`src/rtl/register_file_8x16_if.sv`:
```
// Bus interface for register_file_8x16: one write port, two read ports and
// the committed-write debug counter.
interface register_file_8x16_if #(
    parameter int DATA_W = 16,
    parameter int ADDR_W = 3
) ();
    logic              RegWrite;
    logic [ADDR_W-1:0] WA;
    logic [DATA_W-1:0] WD;
    logic [ADDR_W-1:0] RA1;
    logic [ADDR_W-1:0] RA2;
    logic [DATA_W-1:0] RD1;
    logic [DATA_W-1:0] RD2;
    logic [7:0]        WrCount;

    modport master (
        output RegWrite, WA, WD, RA1, RA2,
        input  RD1, RD2, WrCount
    );

    modport slave (
        input  RegWrite, WA, WD, RA1, RA2,
        output RD1, RD2, WrCount
    );
endinterface

```
`src/rtl/register_file_8x16.sv`:
```
// 2**ADDR_W x DATA_W register file, R0 hard-wired to zero, two combinational read ports.
// Optional write-through bypass: define REGFILE_WRITE_BYPASS_EN.
module register_file_8x16 #(
    parameter int DATA_W = 16,
    parameter int ADDR_W = 3
) (
    input  logic                 clk,
    input  logic                 rst,
    register_file_8x16_if.slave  bus
);
    localparam int DEPTH = 2 ** ADDR_W;

    logic [DATA_W-1:0] regs_r [DEPTH];
    logic [7:0]        wr_count_r;
    logic              wr_en_s;
    logic [DATA_W-1:0] rd1_s;
    logic [DATA_W-1:0] rd2_s;

    // A write commits only when enabled and aimed at a non-zero register.
    always_comb begin
        wr_en_s = 1'b0;
        if (bus.RegWrite == 1'b1 && bus.WA != {ADDR_W{1'b0}}) begin
            wr_en_s = 1'b1;
        end else begin
            wr_en_s = 1'b0;
        end
    end

    // Register array and write counter; R0 is only ever loaded by reset.
    always_ff @(posedge clk or posedge rst) begin
        if (rst) begin
            for (int i = 0; i < DEPTH; i++) begin
                regs_r[i] <= {DATA_W{1'b0}};
            end
            wr_count_r <= 8'd0;
        end else begin
            for (int i = 1; i < DEPTH; i++) begin
                if (wr_en_s && bus.WA == ADDR_W'(i)) begin
                    regs_r[i] <= bus.WD;
                end
            end
            if (wr_en_s) begin
                wr_count_r <= wr_count_r + 8'd1;
            end
        end
    end

    function automatic logic [DATA_W-1:0] read_port(input logic [ADDR_W-1:0] ra);
        logic [DATA_W-1:0] val;
        val = {DATA_W{1'b0}};
        if (rst || ra == {ADDR_W{1'b0}}) begin
            val = {DATA_W{1'b0}};
        end else begin
`ifdef REGFILE_WRITE_BYPASS_EN
            // Forward the in-flight write so the reader sees it this cycle.
            if (wr_en_s && ra == bus.WA) begin
                val = bus.WD;
            end else begin
                val = regs_r[ra];
            end
`else
            val = regs_r[ra];
`endif
        end
        return val;
    endfunction

    // Independent combinational read ports.
    always_comb begin
        rd1_s = {DATA_W{1'b0}};
        rd2_s = {DATA_W{1'b0}};
        rd1_s = read_port(bus.RA1);
        rd2_s = read_port(bus.RA2);
    end

    assign bus.RD1     = rd1_s;
    assign bus.RD2     = rd2_s;
    assign bus.WrCount = wr_count_r;
endmodule

```
`src/flat_wrapper.sv`:
```
// flat-port wrapper written by rule: the top's interface ports become plain ports
module register_file_8x16_flat 
#(
    parameter int DATA_W = 16,
    parameter int ADDR_W = 3
)
  (clk, rst, bus_RegWrite, bus_WA, bus_WD, bus_RA1, bus_RA2, bus_RD1, bus_RD2, bus_WrCount);
  register_file_8x16_if #(.DATA_W(DATA_W), .ADDR_W(ADDR_W)) bus_i ();
  input  logic clk;
  input  logic rst;
  input wire logic [$bits(bus_i.RegWrite)-1:0] bus_RegWrite;
  input wire logic [$bits(bus_i.WA)-1:0] bus_WA;
  input wire logic [$bits(bus_i.WD)-1:0] bus_WD;
  input wire logic [$bits(bus_i.RA1)-1:0] bus_RA1;
  input wire logic [$bits(bus_i.RA2)-1:0] bus_RA2;
  output wire logic [$bits(bus_i.RD1)-1:0] bus_RD1;
  output wire logic [$bits(bus_i.RD2)-1:0] bus_RD2;
  output wire logic [$bits(bus_i.WrCount)-1:0] bus_WrCount;
  assign bus_i.RegWrite = bus_RegWrite;
  assign bus_i.WA = bus_WA;
  assign bus_i.WD = bus_WD;
  assign bus_i.RA1 = bus_RA1;
  assign bus_i.RA2 = bus_RA2;
  assign bus_RD1 = bus_i.RD1;
  assign bus_RD2 = bus_i.RD2;
  assign bus_WrCount = bus_i.WrCount;
  register_file_8x16 #(.DATA_W(DATA_W), .ADDR_W(ADDR_W)) u_core (.clk(clk), .rst(rst), .bus(bus_i));
endmodule
```
`config.mk`:
```
export PLATFORM = sky130hd
export DESIGN_NAME = register_file_8x16_flat
export DESIGN_NICKNAME = d
export VERILOG_FILES = /design/src/rtl/register_file_8x16_if.sv /design/src/rtl/register_file_8x16.sv /design/src/flat_wrapper.sv
export SDC_FILE = /design/constraint.sdc
export NUM_CORES = 1
export LEC_CHECK = 0
export CAP_MARGIN = 15
export CORE_UTILIZATION = 40
export DETAILED_ROUTE_END_ITERATION = 8
export REMOVE_ABC_BUFFERS = 1
export SETUP_SLACK_MARGIN = 0.15
export SLEW_MARGIN = 20
export SYNTH_ARGS = -nofsm -noshare
export SYNTH_HDL_FRONTEND = slang
export SYNTH_SLANG_ARGS = --single-unit
export TNS_END_PERCENT = 10
```
`constraint.sdc`:
```
create_clock -name clk -period 11.9 [get_ports clk]
set_input_delay 2.38 -clock clk [delete_from_list [all_inputs] [get_ports clk]]
set_output_delay 2.38 -clock clk [all_outputs]
set_load 0.1 [all_outputs]
```
==> Word level (Yosys, flattened, before mapping) <==
Cells that the tools add are included.
{ "classes": {"add_sub_neg": 1, "div": 0, "n_lt_le_gt_ge": 2, "bitwise": 2, "multipliers": 0, "shift": 0, "n_eq_ne": 7, "mux": 9, "n_reduce_logical": 13} }
{ "ops": {"columns": ["op", "n"], "rows": [
  ["$bmux 16 s3", 2],
  ["$mux 16", 6],
  ["$eq 3x3->1 const B", 4],
  ["$add 8x1->8 const B", 1],
  ["$ge 4x4->1 const B", 2],
  ["$logic_and 1x1->1", 8],
  ["$not 3->4", 2],
  ["$eq 3x2->1 const B", 2],
  ["$logic_not 3->1", 2],
  ["$eq 3x1->1 const B", 1],
  ["$reduce_bool 3->1", 1],
  ["$logic_or 1x1->1", 2],
  ["$mux 1", 1]
]} }
{ "word_totals": {"output_inout_bits": 40, "input_bits": 28, "mem_bits_rw": 0, "register_bits": 120, "mem_bits_ro": 0, "latchBits": 0, "word_cells": 42, "memories": 0} }

==> Longest topological paths before layout <==
{ "depth": {"depth_word": 5, "ltp_mapped": 6, "mapped_depth_nobuf": 4} }

==> Least setup slack after synthesis <==
No wires, ideal clock.
{ "synth_timing": {"kind": "input to output", "from": "in rst", "to": "out bus_RD2[10]", "arrival_time_ns": 7.738, "path_slack_ns": 1.782, "required_ns": 9.520, "n_path_buf": 1, "path_stages": 4, "path_cell_list": "inv_1 > o31ai_4 > buf_2 > nor3_1"} }
{ "synth_via": {"elab_chain_len": 2} }
{ "synth_lines": {"columns": ["element", "line", "source"], "rows": [
  ["start: declaration", "flat_wrapper.sv:10", "input logic rst;"],
  ["$logic_or 1x1->1", "register_file_8x16.sv:51", "if (rst || ra == {ADDR_W{1'b0}}) begin"],
  ["$mux 16", "register_file_8x16.sv:51", null],
  ["end: declaration", "flat_wrapper.sv:17", "output wire logic [$bits(bus_i.RD2)-1:0] bus_RD2;"]
]} }
No other way between the ends.

==> Worst setup path after layout <==
{ "layout_timing": {"from": "in bus_RA2[1]", "to": "out bus_RD2[11]"} }
{ "layout_via": {"elab_chain_len": 5, "word_cells_on_any_way": 7, "cone_classes": "4 x mux; 1 x bitwise; 2 x reduce/logical"} }
{ "layout_lines": {"columns": ["element", "line", "source"], "rows": [
  ["start: declaration", "flat_wrapper.sv:15", "input wire logic [$bits(bus_i.RA2)-1:0] bus_RA2;"],
  ["$not 3->4 (not written as such)", "register_file_8x16.sv:62", "val = regs_r[ra];"],
  ["$bmux 16 s3", "register_file_8x16.sv:62", null],
  ["$mux 16 (not written as such) (2 in series)", "register_file_8x16.sv:62", null],
  ["$mux 16 (*)", "register_file_8x16.sv:51", null]
]} }
Every way passes the cells marked *; elsewhere a longest branch is shown, timed or not. The select of a mux whose other input is x is not followed.

==> reports/results.ini <==
[status]
status = complete, no violations

[place]
place.detailed.hpwl_mm = 9.71
place_congestion = 0.755
portBuffers = 67

[timing]
rsz0062_at_grt = false
slew_violations = 0
tns_ps = 0
tightest_slew_ps = 1060
finalSetupViolCount = 0
max_slew_margin = 0.292
fmax_ghz = 0.128
finalHoldViolCount = 0
min_period_over_period = 0.659
period_minus_slack_ps = 7840
fin_worst_skew_ps = 1.90

[layout]
fin_util = 0.484
syn_to_final_growth_pct = 17.6
multi_input_area_sq_mm = 0.00356
fill_cells = 1481
drive_above_1_share = 0.404
finalNetCount = 553
diodes = 0
regArea_sq_mm = 0.00300

[critical_path]
cp_max_fo = 35
critPathLaunchType = input pin
cp.required_ps = 9520
end_kind = primary output
crit_type = input pin to primary output
arrival_ps = 5460

[clocking]
htree_levels = 4
cts_buffer_depth = 2
cts_resized = 0
postCtsHoldBufs = 0
clk_pin_slew_worst_paths_ps = 50
clkSinkCount = 120
post_cts_buffers = 0
cts-root-buf = clkbuf_16
clock_latency_ps = 410
cts_tree = built
cts_made_buffers = 17

[floorplan]
core_area_sq_mm = 0.0167
die_w_um = 133
io_pins = 68
die_h_um = 133
num_rows = 47
die_area_sq_mm = 0.0177
initial_core_util = 0.411

[yosys]
synth_edf_count = 0
ys_types = 37
synth_area_leader_cell = dfrtp_1
ys_async_sr_fraction = 1.00
synthTopCellsByCount = 120 x dfrtp_1, 116 x mux2_2, 32 x nor2b_1, 32 x nor3_1, 28 x mux2_4
synth_ff_type = dfrtp_1
ys_ff_latch = 120
ys_seq_area_frac = 0.437
syn_avg_cell_area_sq_um = 14.6
netlist_area_sq_mm = 0.00687
syn_inst = 469
ys_warn_count = 16
post-synth-top-count-cell = dfrtp_1
yosysTopAreaCellShare = 0.437
synth_area_leaders = dfrtp_1 44%, mux2_2 19%, mux2_4 6.1%

[hold_path]
hp-class = flip-flop to flip-flop

[global_routing]
antenna_found_initial = 0
grt_pass1_vias = 4687
grt_usage = 0.203
grt_max_degree = 79
grt_pass1_wl_mm = 27.0
grt_overflow = 0

[routing]
drt_iter0_markers = 340
vias = 4333
vias_per_cell = 5.74
final_antenna_net_count = 0
wire_per_inst_um = 22.3
drt-total-wl_mm = 16.8
route.detailed.drc = 0
firstDrtPassIters = 4

[pwr]
p_leak_nw = 3.31
p_per_area_mw_per_mm2 = 189
ir_worst_vdd_v = 0.000122

[flow_run]
drv_cap = 0

==> report_power, final <==
group | internal [W] | switching (W) | total (W)
Sequential | 0.000504 | 0.0000758 | 0.000580
Clock | 0.000279 | 0.000173 | 0.000452
Combinational | 0.000214 | 0.000278 | 0.000492
Total | 0.000997 | 0.000526 | 0.00152
==> routing by layer <==
layer / wire length (um) / GRT usage
met4: 273 / 0.0734
met1: 7550 / 0.268
met2: 8220 / 0.330
met3: 773 / 0.0425
met5: 0 / 0
==> cell families after synthesis <==
group,share of synthesized area
adder cells (fa/ha/maj),0.00182
XOR/XNOR,0.00892
flip-flops,0.437
multiplexers,0.367
AO/OA/AOI/OAI,0.0574
AND/OR/NAND/NOR,0.0830
buffers and inverters,0.0452
==> area by class of cell <==
| type | instances | area share |
|---|---|---|
| Clock inverter | 3 | 0.00217 |
| Timing Repair Buffer | 75 | 0.0893 |
| Clock buffer | 27 | 0.0610 |
| Multi-Input combinational cell | 307 | 0.440 |
| Sequential cell | 120 | 0.372 |
| Tap cell | 220 | 0.0341 |
| Inverter | 3 | 0.00170 |
==> worst max-delay path, stage by stage <==
cell and delay [ps]:
buf_2 80, buf_4 450, nor2b_2 830, a221oi_1 220
nor3_1 280, clkdlybuf4s50_1 1190
==> path summary, 6_finish.rpt <==
| check | startpoint | endpoint | slack, ps | depth (start not counted) |
|---|---|---|---|---|
| worst max-delay path | bus_RA2[1] | bus_RD2[11] | 4060 | 6 |
| worst min register to register | u_core.bus.WrCount[7] | u_core.bus.WrCount[7] | 470 | 1 |
| min in group asynchronous | rst | u_core.regs_r[53] | 2410 | 2 |
| max in group asynchronous | rst | u_core.regs_r[13] | 8370 | 3 |
| worst max register to register | u_core.bus.WrCount[0] | u_core.bus.WrCount[6] | 10680 | 4 |
| worst min-delay path | u_core.bus.WrCount[7] | u_core.bus.WrCount[7] | 470 | 1 |
==> stage by stage <==
step	hold slack [ps]	setup slack (ps)	cells	instance area [sq um]	power, W
2_1_floorplan	473	1730	430	6570	0.000947
6_report	466	4060	755	8080	0.00152
3_3_place_gp	464	4110	724	7550	0.00106
4_1_cts	475	4090	754	8060	0.00153
5_1_grt	499	3950	755	8080	0.00159
3_5_place_dp	466	4080	724	7550	0.00108
==> sequential cells by signal, summed over array words and instances, names as in the netlist <==
| name | flops |
|---|---|
| u_core.bus.WrCount | 8 |
| u_core.regs_r | 112 |
==> placed cells by master, fill, tap and decap left out, types with 2 or more instances in the layout <==
master,instances
a221oi_1,23
a221oi_2,9
and3_1,2
and4bb_2,2
buf_2,4
buf_4,6
clkbuf_1,7
clkbuf_16,17
clkbuf_8,3
clkdlybuf4s50_1,63
clkinv_2,2
dfrtp_1,120
inv_1,2
mux2_2,116
mux2_4,28
mux4_1,16
mux4_2,16
nand2_1,5
nand3_1,2
nand4b_4,3
nor2b_1,32
nor3_1,32
o31ai_4,2
xnor2_1,5
xor2_1,2
No activity file was read; power rests on OpenSTA's default activity.
